[src/rtl/uart_rx.sv]
`default_nettype none
// +--------------------------------------------------------------------------+
// | uart_rx : oversampling UART receiver (start, LSB-first data, opt. parity, |
// |           stop). Define UART_RX_MAJORITY_EN for 2-of-3 bit voting.        |
// | Revision: 1.0                                                            |
// +--------------------------------------------------------------------------+
module uart_rx #(
  parameter int DATA_WIDTH = 8,
  parameter int OVERSAMPLE = 8
) (
  input  logic                  CLK,
  input  logic                  RST,
  input  logic                  RX_IN,
  input  logic                  parity_enable,
  input  logic                  parity_type,
  output logic [DATA_WIDTH-1:0] P_DATA,
  output logic                  Data_Valid,
  output logic                  parity_error,
  output logic                  stop_error
);

  localparam int EW = (OVERSAMPLE > 1) ? $clog2(OVERSAMPLE) : 1;
  localparam int BW = (DATA_WIDTH > 1) ? $clog2(DATA_WIDTH) : 1;
  localparam logic [EW-1:0] EDGE_LAST = EW'(OVERSAMPLE - 1);
  localparam logic [BW-1:0] BIT_LAST  = BW'(DATA_WIDTH - 1);
`ifdef UART_RX_MAJORITY_EN
  localparam logic [EW-1:0] VOTE_A    = EW'(OVERSAMPLE / 2 - 1);
  localparam logic [EW-1:0] VOTE_B    = EW'(OVERSAMPLE / 2);
  localparam logic [EW-1:0] DECIDE    = EW'(OVERSAMPLE / 2 + 1);
`else
  localparam logic [EW-1:0] DECIDE    = EW'(OVERSAMPLE / 2);
`endif

  typedef enum logic [2:0] {
    IDLE   = 3'd0,
    START  = 3'd1,
    DATA   = 3'd2,
    PARITY = 3'd3,
    STOP   = 3'd4
  } state_t;

  state_t                state_q, state_d;
  logic [EW-1:0]         edge_cnt_q, edge_cnt_d;
  logic [BW-1:0]         bit_cnt_q, bit_cnt_d;
  logic [DATA_WIDTH-1:0] shift_q, shift_d;
  logic [DATA_WIDTH-1:0] p_data_q, p_data_d;
  logic                  par_en_q, par_en_d;
  logic                  par_type_q, par_type_d;
  logic                  par_err_q, par_err_d;
  logic                  data_valid_q, data_valid_d;
  logic                  parity_error_q, parity_error_d;
  logic                  stop_error_q, stop_error_d;
  logic                  bit_val;
  logic                  sample_pt;
  logic                  wrap;

`ifdef UART_RX_MAJORITY_EN
  // Two early samples are held; the third is the live line at the decision point.
  logic [1:0] vote_q, vote_d;

  always_comb begin
    vote_d = vote_q;
    if (edge_cnt_q == VOTE_A) vote_d[0] = RX_IN;
    if (edge_cnt_q == VOTE_B) vote_d[1] = RX_IN;
  end

  always_ff @(posedge CLK or negedge RST) begin
    if (!RST) vote_q <= 2'b00;
    else      vote_q <= vote_d;
  end

  assign bit_val = (vote_q[0] & vote_q[1]) | (vote_q[0] & RX_IN) | (vote_q[1] & RX_IN);
`else
  assign bit_val = RX_IN;
`endif

  assign sample_pt = (edge_cnt_q == DECIDE);
  assign wrap      = (edge_cnt_q == EDGE_LAST);

  always_comb begin
    state_d        = state_q;
    edge_cnt_d     = wrap ? '0 : edge_cnt_q + 1'b1;
    bit_cnt_d      = bit_cnt_q;
    shift_d        = shift_q;
    p_data_d       = p_data_q;
    par_en_d       = par_en_q;
    par_type_d     = par_type_q;
    par_err_d      = par_err_q;
    data_valid_d   = 1'b0;
    parity_error_d = 1'b0;
    stop_error_d   = 1'b0;

    case (state_q)
      IDLE: begin
        edge_cnt_d = '0;
        bit_cnt_d  = '0;
        // The detect edge counts as edge 0, so the counter leaves it at 1.
        if (!RX_IN) begin
          state_d    = START;
          edge_cnt_d = EW'(1);
          par_en_d   = parity_enable;
          par_type_d = parity_type;
          par_err_d  = 1'b0;
        end
      end
      START: begin
        if (sample_pt && bit_val) begin
          state_d    = IDLE;
          edge_cnt_d = '0;
        end else if (wrap) begin
          state_d = DATA;
        end
      end
      DATA: begin
        if (sample_pt) shift_d[bit_cnt_q] = bit_val;
        if (wrap) begin
          if (bit_cnt_q == BIT_LAST) begin
            bit_cnt_d = '0;
            state_d   = par_en_q ? PARITY : STOP;
          end else begin
            bit_cnt_d = bit_cnt_q + 1'b1;
          end
        end
      end
      PARITY: begin
        if (sample_pt) par_err_d = (bit_val != (^shift_q ^ par_type_q));
        if (wrap) state_d = STOP;
      end
      STOP: begin
        // Leaving at mid-stop lets a start edge right after the stop bit be caught.
        if (sample_pt) begin
          state_d    = IDLE;
          edge_cnt_d = '0;
          if (!bit_val) begin
            stop_error_d = 1'b1;
          end else if (par_err_q) begin
            parity_error_d = 1'b1;
          end else begin
            data_valid_d = 1'b1;
            p_data_d     = shift_q;
          end
        end
      end
      default: begin
        state_d    = IDLE;
        edge_cnt_d = '0;
      end
    endcase
  end

  always_ff @(posedge CLK or negedge RST) begin
    if (!RST) begin
      state_q        <= IDLE;
      edge_cnt_q     <= '0;
      bit_cnt_q      <= '0;
      shift_q        <= '0;
      p_data_q       <= '0;
      par_en_q       <= 1'b0;
      par_type_q     <= 1'b0;
      par_err_q      <= 1'b0;
      data_valid_q   <= 1'b0;
      parity_error_q <= 1'b0;
      stop_error_q   <= 1'b0;
    end else begin
      state_q        <= state_d;
      edge_cnt_q     <= edge_cnt_d;
      bit_cnt_q      <= bit_cnt_d;
      shift_q        <= shift_d;
      p_data_q       <= p_data_d;
      par_en_q       <= par_en_d;
      par_type_q     <= par_type_d;
      par_err_q      <= par_err_d;
      data_valid_q   <= data_valid_d;
      parity_error_q <= parity_error_d;
      stop_error_q   <= stop_error_d;
    end
  end

  assign P_DATA       = p_data_q;
  assign Data_Valid   = data_valid_q;
  assign parity_error = parity_error_q;
  assign stop_error   = stop_error_q;

endmodule
`default_nettype wire

[config.mk]
export PLATFORM = sky130hd
export DESIGN_NAME = uart_rx
export DESIGN_NICKNAME = d
export VERILOG_FILES = /design/src/rtl/uart_rx.sv
export SDC_FILE = /design/constraint.sdc
export NUM_CORES = 1
export LEC_CHECK = 0
export BUFFER_PORTS_ARGS = -buffer_cell sky130_fd_sc_hd__buf_2
export CORE_ASPECT_RATIO = 0.75
export CORE_MARGIN = 10
export CORE_UTILIZATION = 60
export CTS_BUF_LIST = sky130_fd_sc_hd__clkbuf_4 sky130_fd_sc_hd__clkbuf_8
export DETAILED_ROUTE_END_ITERATION = 6
export HOLD_SLACK_MARGIN = 0.12
export PLACE_DENSITY = 0.9
export SLEW_MARGIN = 25
export SYNTH_ARGS = -nofsm -noshare
export SYNTH_HDL_FRONTEND = slang
export SYNTH_SLANG_ARGS = --single-unit
[constraint.sdc]
create_clock -name CLK -period 2.4 [get_ports CLK]
set_clock_uncertainty 0.1 [all_clocks]
set_input_delay 0.12 -clock CLK [delete_from_list [all_inputs] [get_ports CLK]]
set_output_delay 0.12 -clock CLK [all_outputs]
set_load 0.02 [all_outputs]
==> flow_metrics.py <==
metrics = {
    "routing": {
        "wire_per_inst_um": 18.19,
        "vias": 1110,
        "drt-initial-drc-count": 115,
        "vias_per_cell": 5.873,
        "dr.pass1.iters": 4,
        "wl_um": 3437,
        "postRouteAntennaNets": 0,
        "drc": 0,
    },
    "floorplan": {
        "std_cell_rows": 15,
        "core-area_um2": 2365,
        "pin_count": 16,
        "die_h_um": 63.84,
        "die_x_um": 78.46,
        "start_util_pct": 65.03,
        "die_area_um2": 5009,
    },
    "clock_network": {
        "clk_transition_reported_paths_ps": 90,
        "cts.repair.resized": 0,
        "cts_buffers": 5,
        "clock_latency_ps": 330,
        "cts_buffer_depth": 2,
        "htree_num_levels": 2,
        "cts_setup_buffers": 0,
        "clock_tree.root_cell": "clkbuf_4",
        "cts_hold_buffers": 4,
        "cts_tree": "built",
        "cts.sinks": 31,
    },
    "power": {
        "p_leak_nw": 0.8170,
        "vdd_drop_max_mv": 0.5904,
        "finalPower_mw": 1.748,
        "power_per_cell_area_nw_per_um2": 1005,
    },
    "synthesis": {
        "syn_area_per_cell_um2": 11.48,
        "synth_seq_cells": 31,
        "synth.most_common_cell": "dfrtp_1",
        "synth.distinct_cells": 34,
        "syn_inst": 134,
        "synth-edff-count": 0,
        "async_reset_ff_share_pct": 100.0,
        "synth_common_cells": "dfrtp_1, mux2_2",
        "ys.warnings.count": 0,
        "syn-cell-area_um2": 1538,
        "seq_area_frac_synth_pct": 50.45,
        "synth_top_cell_area_share_pct": 50.45,
        "ys.flop_type": "dfrtp_1",
        "syn_nets": 144,
        "synth_area_leaders": "dfrtp_1, mux2_2, ha_1, xnor2_1, nand3_1",
        "synth_area_leader_cell": "dfrtp_1",
    },
    "timing": {
        "fmax_mhz": 448.0,
        "period_share_pct": 93.01,
        "rsz0062_at_grt": "false",
        "finalMaxSlewViolations": 0,
        "setup_violations": 0,
        "min_period_ps": 2232,
        "max_slew_margin_pct": 55.16,
        "whs_ps": 248.5,
        "tns_ps": 0,
        "tightest_slew_ps": 672.6,
        "hold_viol_final": 0,
    },
    "setup_path": {
        "required_ps": 2520,
        "end_kind": "flip-flop",
        "critical_path_arrival_ps": 2350,
        "worstPathMaxFanout": 10,
        "critical_path_class": "flip-flop to flip-flop",
        "startpoint_type": "flip-flop",
        "r2r_cells": 6,
        "ff2ff_setup_slack_ps": 170,
    },
    "placed_design": {
        "dpl.cell_count": 178,
        "place_hpwl_um": 2430,
        "portBuffers": 15,
        "routabilityCongestion": 0.8231,
    },
    "cells_and_area": {
        "final_nets": 165,
        "ff_latch_area_um2": 775.7,
        "drive_gt1_share_pct": 28.39,
        "fin_cells": 189,
        "diodes": 0,
        "syn_to_final_growth_pct": 13.10,
        "fill_cells": 181,
        "multiInputGateArea_um2": 711.9,
        "utilization_pct": 73.55,
    },
    "status": {
        "status": "completed",
    },
    "global_route": {
        "grtUsageTotal_pct": 15.02,
        "antenna_found_initial": 0,
        "overflow": 0,
        "grt_pass1_wl_um": 5968,
        "grt_max_degree": 32,
        "first_global_vias": 1205,
    },
    "min_path": {
        "min_path_type": "input port to asynchronous set/reset pin",
    },
    "job": {
        "drv_cap": 0,
    },
}
metal layers:
layer | GRT usage [%] | part of all wire [%] | up-vias
met1 | 17.95 | 43 | 545
met5 | 0 | 0 | -
met2 | 24.49 | 49 | 38
li1 | - | - | 519
met4 | 6.696 | 1.7 | 0
met3 | 4.469 | 6.0 | 8
kinds of logic after synthesis:
group / count (synthesis) / synth area share (%)
buf+inv: 13 / 3.254
compound gates: 17 / 6.836
simple gates: 41 / 16.11
flops: 31 / 50.45
xor+xnor: 8 / 5.452
mux: 19 / 13.83
fa+ha+maj: 5 / 4.068
per-stage QoR:
| stage | setup WS, ps | cell area [µm²] |
|---|---|---|
| after CTS | 209.1 | 1739 |
| final | 167.8 | 1739 |
| after global placement | 408.2 | 1643 |
| after detailed placement | 246.5 | 1643 |
| after floorplan | 484.3 | 1538 |
| after global routing | 46.26 | 1739 |
cell usage in the layout, fill, tap and decap left out, drive strengths merged, types with 5 or more instances in the layout:
cell / n
ha: 5
mux2: 18
dfrtp: 31
inv: 6
o21ai: 6
nand3: 6
nor2: 5
clkbuf: 6
xnor2: 6
buf: 17
layout make-up:
class | count | area share (%)
clock buffers | 6 | 2.950
flip-flops and latches | 31 | 44.60
repair buffers | 21 | 7.482
clock inverters | 1 | 0.2878
well taps | 34 | 2.446
inverters | 6 | 1.295
multi-input cells | 90 | 40.94
power by group:
| group | internal [mW] | total, mW | switching [mW] |
|---|---|---|---|
| Combinational | 0.303 | 0.613 | 0.310 |
| Sequential | 0.645 | 0.828 | 0.183 |
| Clock | 0.135 | 0.307 | 0.171 |
| Total | 1.08 | 1.75 | 0.664 |
critical path, cell delays in order (launching register included):
cell and delay [ps]:
dfrtp_1 420, inv_1 70, ha_1 200, nand2_1 250, or3_1 420, nor4_1 280
mux2_2 380
flip-flops by register name (all words and copies together) (netlist names):
signal        count
par_err_q         1
state_q           3
par_en_q          1
bit_cnt_q         3
P_DATA            8
stop_error        1
shift_q           8
parity_error      1
Data_Valid        1
par_type_q        1
edge_cnt_q        3
final timing paths:
path | from | end
max | edge_cnt_q[0]$_DFF_PN0_ | shift_q[4]$_DFFE_PN0P_
min | RST | par_err_q$_DFFE_PN0P_
max reg2reg | edge_cnt_q[0]$_DFF_PN0_ | shift_q[4]$_DFFE_PN0P_
min reg2reg | P_DATA[4]$_DFFE_PN0P_ | P_DATA[4]$_DFFE_PN0P_
max in group asynchronous | RST | P_DATA[4]$_DFFE_PN0P_
min in group CLK | P_DATA[4]$_DFFE_PN0P_ | P_DATA[4]$_DFFE_PN0P_
No activity file was read; power rests on OpenSTA's default activity.
